**src/rtl/ges_event_counter.sv**
```systemverilog
// Gesture event counter: turns the one-hot gesture flag byte from the I2C
// reader into single accepted events with hold-off repeat rejection, and
// keeps a two-digit BCD counter (tens/units) for the display and beeper.
module ges_event_counter #(
  parameter int unsigned HOLDOFF_CYC = 25_000_000,
  parameter int unsigned INIT_TENS   = 0,
  parameter int unsigned INIT_UNITS  = 0
) (
  input  logic       sys_clk,
  input  logic       sys_rst_n,
  input  logic [7:0] po_data,
  input  logic       clr,
  output logic [3:0] cnt_num,
  output logic [3:0] cnt_unit,
  output logic [3:0] ges_code,
  output logic       evt_pulse,
  output logic       busy
);

  typedef enum logic {
    S_IDLE = 1'b0,
    S_HOLD = 1'b1
  } state_t;

  localparam logic [24:0] HOLD_LAST = 25'(HOLDOFF_CYC - 1);
  localparam logic [3:0]  INIT_T    = 4'(INIT_TENS);
  localparam logic [3:0]  INIT_U    = 4'(INIT_UNITS);

  state_t      r_state;
  state_t      w_state_nxt;
  logic [7:0]  r_ges_reg;
  logic [7:0]  r_ges_prev;
  logic [24:0] r_hold_cnt;
  logic [3:0]  r_tens;
  logic [3:0]  r_units;
  logic [3:0]  r_ges_code;
  logic        r_evt;
  logic        r_busy;

  logic        w_valid;
  logic        w_detect;
  logic        w_accept;
  logic        w_hold_done;
  logic [3:0]  w_tens_nxt;
  logic [3:0]  w_units_nxt;

  // Two-stage input pipeline: current and previous sampled gesture byte
  always_ff @(posedge sys_clk or negedge sys_rst_n) begin
    if (!sys_rst_n) begin
      r_ges_reg  <= '0;
      r_ges_prev <= '0;
    end else begin
      r_ges_reg  <= po_data;
      r_ges_prev <= r_ges_reg;
    end
  end

  // A gesture is valid only when exactly one of the four low flags is set
  always_comb begin
    w_valid = 1'b0;
    case (r_ges_reg)
      8'h01, 8'h02, 8'h04, 8'h08: w_valid = 1'b1;
      default:                    w_valid = 1'b0;
    endcase
  end

  assign w_detect    = w_valid && (r_ges_reg != r_ges_prev);
  assign w_hold_done = (r_hold_cnt == HOLD_LAST);

  // FSM state register
  always_ff @(posedge sys_clk or negedge sys_rst_n) begin
    if (!sys_rst_n) r_state <= S_IDLE;
    else            r_state <= w_state_nxt;
  end

  // FSM next state; detects while holding off are simply dropped
  always_comb begin
    w_state_nxt = r_state;
    w_accept    = 1'b0;
    case (r_state)
      S_IDLE: begin
        if (w_detect) begin
          w_state_nxt = S_HOLD;
          w_accept    = 1'b1;
        end
      end
      S_HOLD: begin
        if (w_hold_done) w_state_nxt = S_IDLE;
      end
      default: w_state_nxt = S_IDLE;
    endcase
  end

  // Hold-off counter, event strobe, latched gesture code and busy flag
  always_ff @(posedge sys_clk or negedge sys_rst_n) begin
    if (!sys_rst_n) begin
      r_hold_cnt <= '0;
      r_evt      <= 1'b0;
      r_ges_code <= '0;
      r_busy     <= 1'b0;
    end else if (w_accept) begin
      r_hold_cnt <= '0;
      r_evt      <= 1'b1;
      r_ges_code <= r_ges_reg[3:0];
      r_busy     <= 1'b1;
    end else begin
      r_evt <= 1'b0;
      if (r_state == S_HOLD) begin
        if (w_hold_done) begin
          r_hold_cnt <= '0;
          r_busy     <= 1'b0;
        end else begin
          r_hold_cnt <= r_hold_cnt + 25'd1;
        end
      end
    end
  end

  // BCD counter update; clr wins over an op but the event itself still stands
  always_comb begin
    w_tens_nxt  = r_tens;
    w_units_nxt = r_units;
    if (clr) begin
      w_tens_nxt  = INIT_T;
      w_units_nxt = INIT_U;
    end else if (w_accept) begin
      case (r_ges_reg[3:0])
        4'h1: begin
          if (r_units == 4'd9) begin
            w_units_nxt = 4'd0;
            w_tens_nxt  = (r_tens == 4'd9) ? 4'd0 : r_tens + 4'd1;
          end else begin
            w_units_nxt = r_units + 4'd1;
          end
        end
        4'h2: begin
          if (r_units == 4'd0) begin
            w_units_nxt = 4'd9;
            w_tens_nxt  = (r_tens == 4'd0) ? 4'd9 : r_tens - 4'd1;
          end else begin
            w_units_nxt = r_units - 4'd1;
          end
        end
        4'h4:    w_tens_nxt = (r_tens == 4'd9) ? 4'd0 : r_tens + 4'd1;
        4'h8:    w_tens_nxt = (r_tens == 4'd0) ? 4'd9 : r_tens - 4'd1;
        default: ;
      endcase
    end
  end

  // BCD digit registers
  always_ff @(posedge sys_clk or negedge sys_rst_n) begin
    if (!sys_rst_n) begin
      r_tens  <= INIT_T;
      r_units <= INIT_U;
    end else begin
      r_tens  <= w_tens_nxt;
      r_units <= w_units_nxt;
    end
  end

  assign cnt_num   = r_tens;
  assign cnt_unit  = r_units;
  assign ges_code  = r_ges_code;
  assign evt_pulse = r_evt;
  assign busy      = r_busy;

endmodule

```
**config.mk**
```make
export PLATFORM = sky130hd
export DESIGN_NAME = ges_event_counter
export DESIGN_NICKNAME = d
export VERILOG_FILES = /design/src/rtl/ges_event_counter.sv
export SDC_FILE = /design/constraint.sdc
export NUM_CORES = 1
export LEC_CHECK = 0
export BUFFER_PORTS_ARGS = -buffer_cell sky130_fd_sc_hd__buf_2
export CAP_MARGIN = 25
export CORE_MARGIN = 2
export CORE_UTILIZATION = 25
export CTS_CLUSTER_DIAMETER = 50
export DETAILED_ROUTE_END_ITERATION = 10
export GPL_ROUTABILITY_DRIVEN = 1
export PLACE_DENSITY = 0.45
export SYNTH_ARGS = -nofsm -noshare
export SYNTH_HDL_FRONTEND = slang
export SYNTH_SLANG_ARGS = --single-unit
```
**constraint.sdc**
```tcl
create_clock -name sys_clk -period 3.42 [get_ports sys_clk]
set_input_delay 0.342 -clock sys_clk [delete_from_list [all_inputs] [get_ports sys_clk]]
set_output_delay 0.342 -clock sys_clk [all_outputs]
set_load 0.02 [all_outputs]
```
==> results.txt <==
Reg2reg path depth: 6
Worst-Margin Slew: 0.8190 ns
Tcrit/Tclk final: 69.24%
Postcts setup bufs: 0
Layout area overhead: 13.94%
Starting Density: 25.31%
Synth area leaders: dfrtp_1, ha_1, a21oi_1
Final wirelength: 7579 µm
Fmax: 0.4223 GHz
H-tree Lvls: 2
Status: finished clean
Fin Hold WS: 0.006337 ns
Worst-path fanout max: 18
CTS Buffer Depth: 2
Reg-to-reg slack, setup: 1.05 ns
# DRC: 0
Yosys cell types: 63
Final ANT Viol Nets: 0
Area of the core: 0.01252 mm²
First-pass GRT wire length: 12550 µm
Detailed Routing Iterations Pass 1: 4
Ys async rst share: 100.0%
Synth warn: 0
Yosys top cell area share: 44.23%
Worst-path clk slew: 0.08 ns
Clk Tree Root Cell: clkbuf_16
Die ar.: 0.01359 mm²
Slew Viols, Final: 0
Fin. Hold Viols: 0
Skew final: 0.007531 ns
WL/cell: 14.69 µm
Worst setup startpoint: r_hold_cnt[0]$_DFFE_PN0P_
FP Rows: 41
Synth Flop Type: dfrtp_1
Sequential area share after synthesis: 44.23%
Die H: 116.6 µm
Mapped Cells: 325
Synth Cell Area: 0.003168 mm²
Max Cap Violations: 0
Inserted Clock Buffers: 5
Final #Nets: 362
Port buffer count: 24
Die Wd: 116.6 µm
Hold_buf cts: 0
Post-route insts no fill: 516
Antenna Cells: 0
Req. time, crit path: 3.61 ns
RSZ-0062 raised after global routing: no
Number of global-route vias before repair: 2425
Number of synthesized flops with an enable pin: 0
Layout cells sized above 1: 15.70%
GPL Wtd Cong: 0.8085
Min Clock Period, post-route: 2.368 ns
Pin count of the biggest net entering global routing: 42
Max VDD drop: 222.0 µV
Yosys reg bits: 56
Worst hold path type: in2async
CTS tree: done
Total chip power: 1.587 mW
Vias: 2564
Pwr dens: 439.6 mW/mm²
Dominant cell type by area after synthesis: dfrtp_1
Grt total ovfl: 0
Placed cell count: 507
Most frequent cells in the layout: dfrtp_1, buf_2, o21ai_0, a21oi_1, nand2_1
Worst reg2reg startpoint: r_hold_cnt[0]$_DFFE_PN0P_
Largest register FFs: 25
CTS resizes: 0
Vias per cell: 4.969
CP max stage cell: o21a_1
Crit path DAT: 2.56 ns
Crit-path cells: ha_1, and4_1, nand4_1, o21a_1, and3_1, a211o_1
Total track usage: 11.73%
Clk Latency, worst-skew pair: 0.30 ns
Pleak: 1.546 nW
Largest stage delay, worst path: 0.49 ns
Critical R2R Capture: r_hold_cnt[16]$_DFFE_PN0P_
Initial antenna violation count: 0
Slew headroom: 45.03%
DPL Wire Length: 5166 µm
CTS sink cnt: 56
Final setup fails: 0
Startpoint types: flip-flop
Syn nets: 344
Setup crit end kind: flip-flop
DR iter-0 viols: 123
Final TNS setup: 0 ns
Boundary Pins: 25
Syn avg cell area: 9.748 µm²
Most common cell after layout, fill and taps aside: dfrtp_1
WS Path Type: reg2reg
==> area by class of cell <==
type	instances	area [µm²]
clock buffer	5	125.1
clock inverter	3	28.78
fill	1355	8907
inverter	16	60.06
multi-input combinational	236	1609
sequential	56	1401
tap	172	215.2
timing repair buffer	28	170.2
==> metal layers <==
layer  track usage [%]  vias to the layer above  routed length [µm]
met5                 0                        -                   0
met4             3.843                        0                  87
met3             2.180                        7                 308
met2             18.29                       46                3399
met1             16.47                     1256                3784
li1                  -                     1255                   -
==> cell families (layout without fill, tap and decap cells) <==
kind of cell / Yosys count / count (layout) / synth area share, %
compound gates: 88 / 88 / 18.76
xor+xnor: 15 / 15 / 4.147
fa+ha+maj: 8 / 8 / 3.160
buf+inv: 33 / 52 / 4.976
flops: 56 / 56 / 44.23
mux: 7 / 7 / 2.527
simple gates: 118 / 118 / 22.20
==> report_power, final <==
part / internal [mW] / switching [mW] / total [mW]
Clock: 0.283 / 0.272 / 0.555
Combinational: 0.0952 / 0.155 / 0.251
Sequential: 0.713 / 0.0683 / 0.781
Total: 1.09 / 0.495 / 1.59
==> cells in the mapped netlist, types with 3 or more instances <==
master and n:
a211o_1 7, a21o_1 4, a21oi_1 18, a22o_1 4, a31oi_1 7, and3_1 9, and4_1 5, buf_2 3
clkbuf_1 9, dfrtp_1 56, ha_1 8, inv_1 16, mux2_2 4, nand2_1 17, nand2b_1 5, nand3_1 13
nand4_1 8, nor2_1 15, nor2b_1 3, nor3_1 11, nor4_1 5, o211ai_1 5, o21ai_0 18, o21ai_1 3
o31ai_1 4, or3_1 7, or4_1 4, xnor2_1 6, xor2_1 9
==> critical path: cells and delay by family, from the launching register on <==
kind	cells	cell delay [ns]
AND/OR/NAND/NOR	3	0.86
AO/OA/AOI/OAI	2	0.74
flip-flops	1	0.41
adder cells (fa/ha/maj)	1	0.24
==> per-stage QoR <==
stage,util [%],cell area (µm²),setup WS [ns]
2_1_floorplan,-,3168,1.433
3_3_place_gp,27.39,3428,1.082
3_5_place_dp,27.39,3428,1.079
4_1_cts,28.62,3582,1.059
5_1_grt,28.84,3610,0.8892
6_report,28.84,3610,1.052
==> worst max path at each step <==
stage	to	cells after the start
4_1_cts	r_hold_cnt[16]$_DFFE_PN0P_	6
3_5_place_dp	r_hold_cnt[16]$_DFFE_PN0P_	6
5_1_grt	r_hold_cnt[16]$_DFFE_PN0P_	6
6_report	r_hold_cnt[16]$_DFFE_PN0P_	6
3_3_place_gp	r_hold_cnt[16]$_DFFE_PN0P_	6
2_1_floorplan	cnt_num[1]$_DFFE_PN0P_	7
Note: power is estimated with default switching activity, not from simulation.
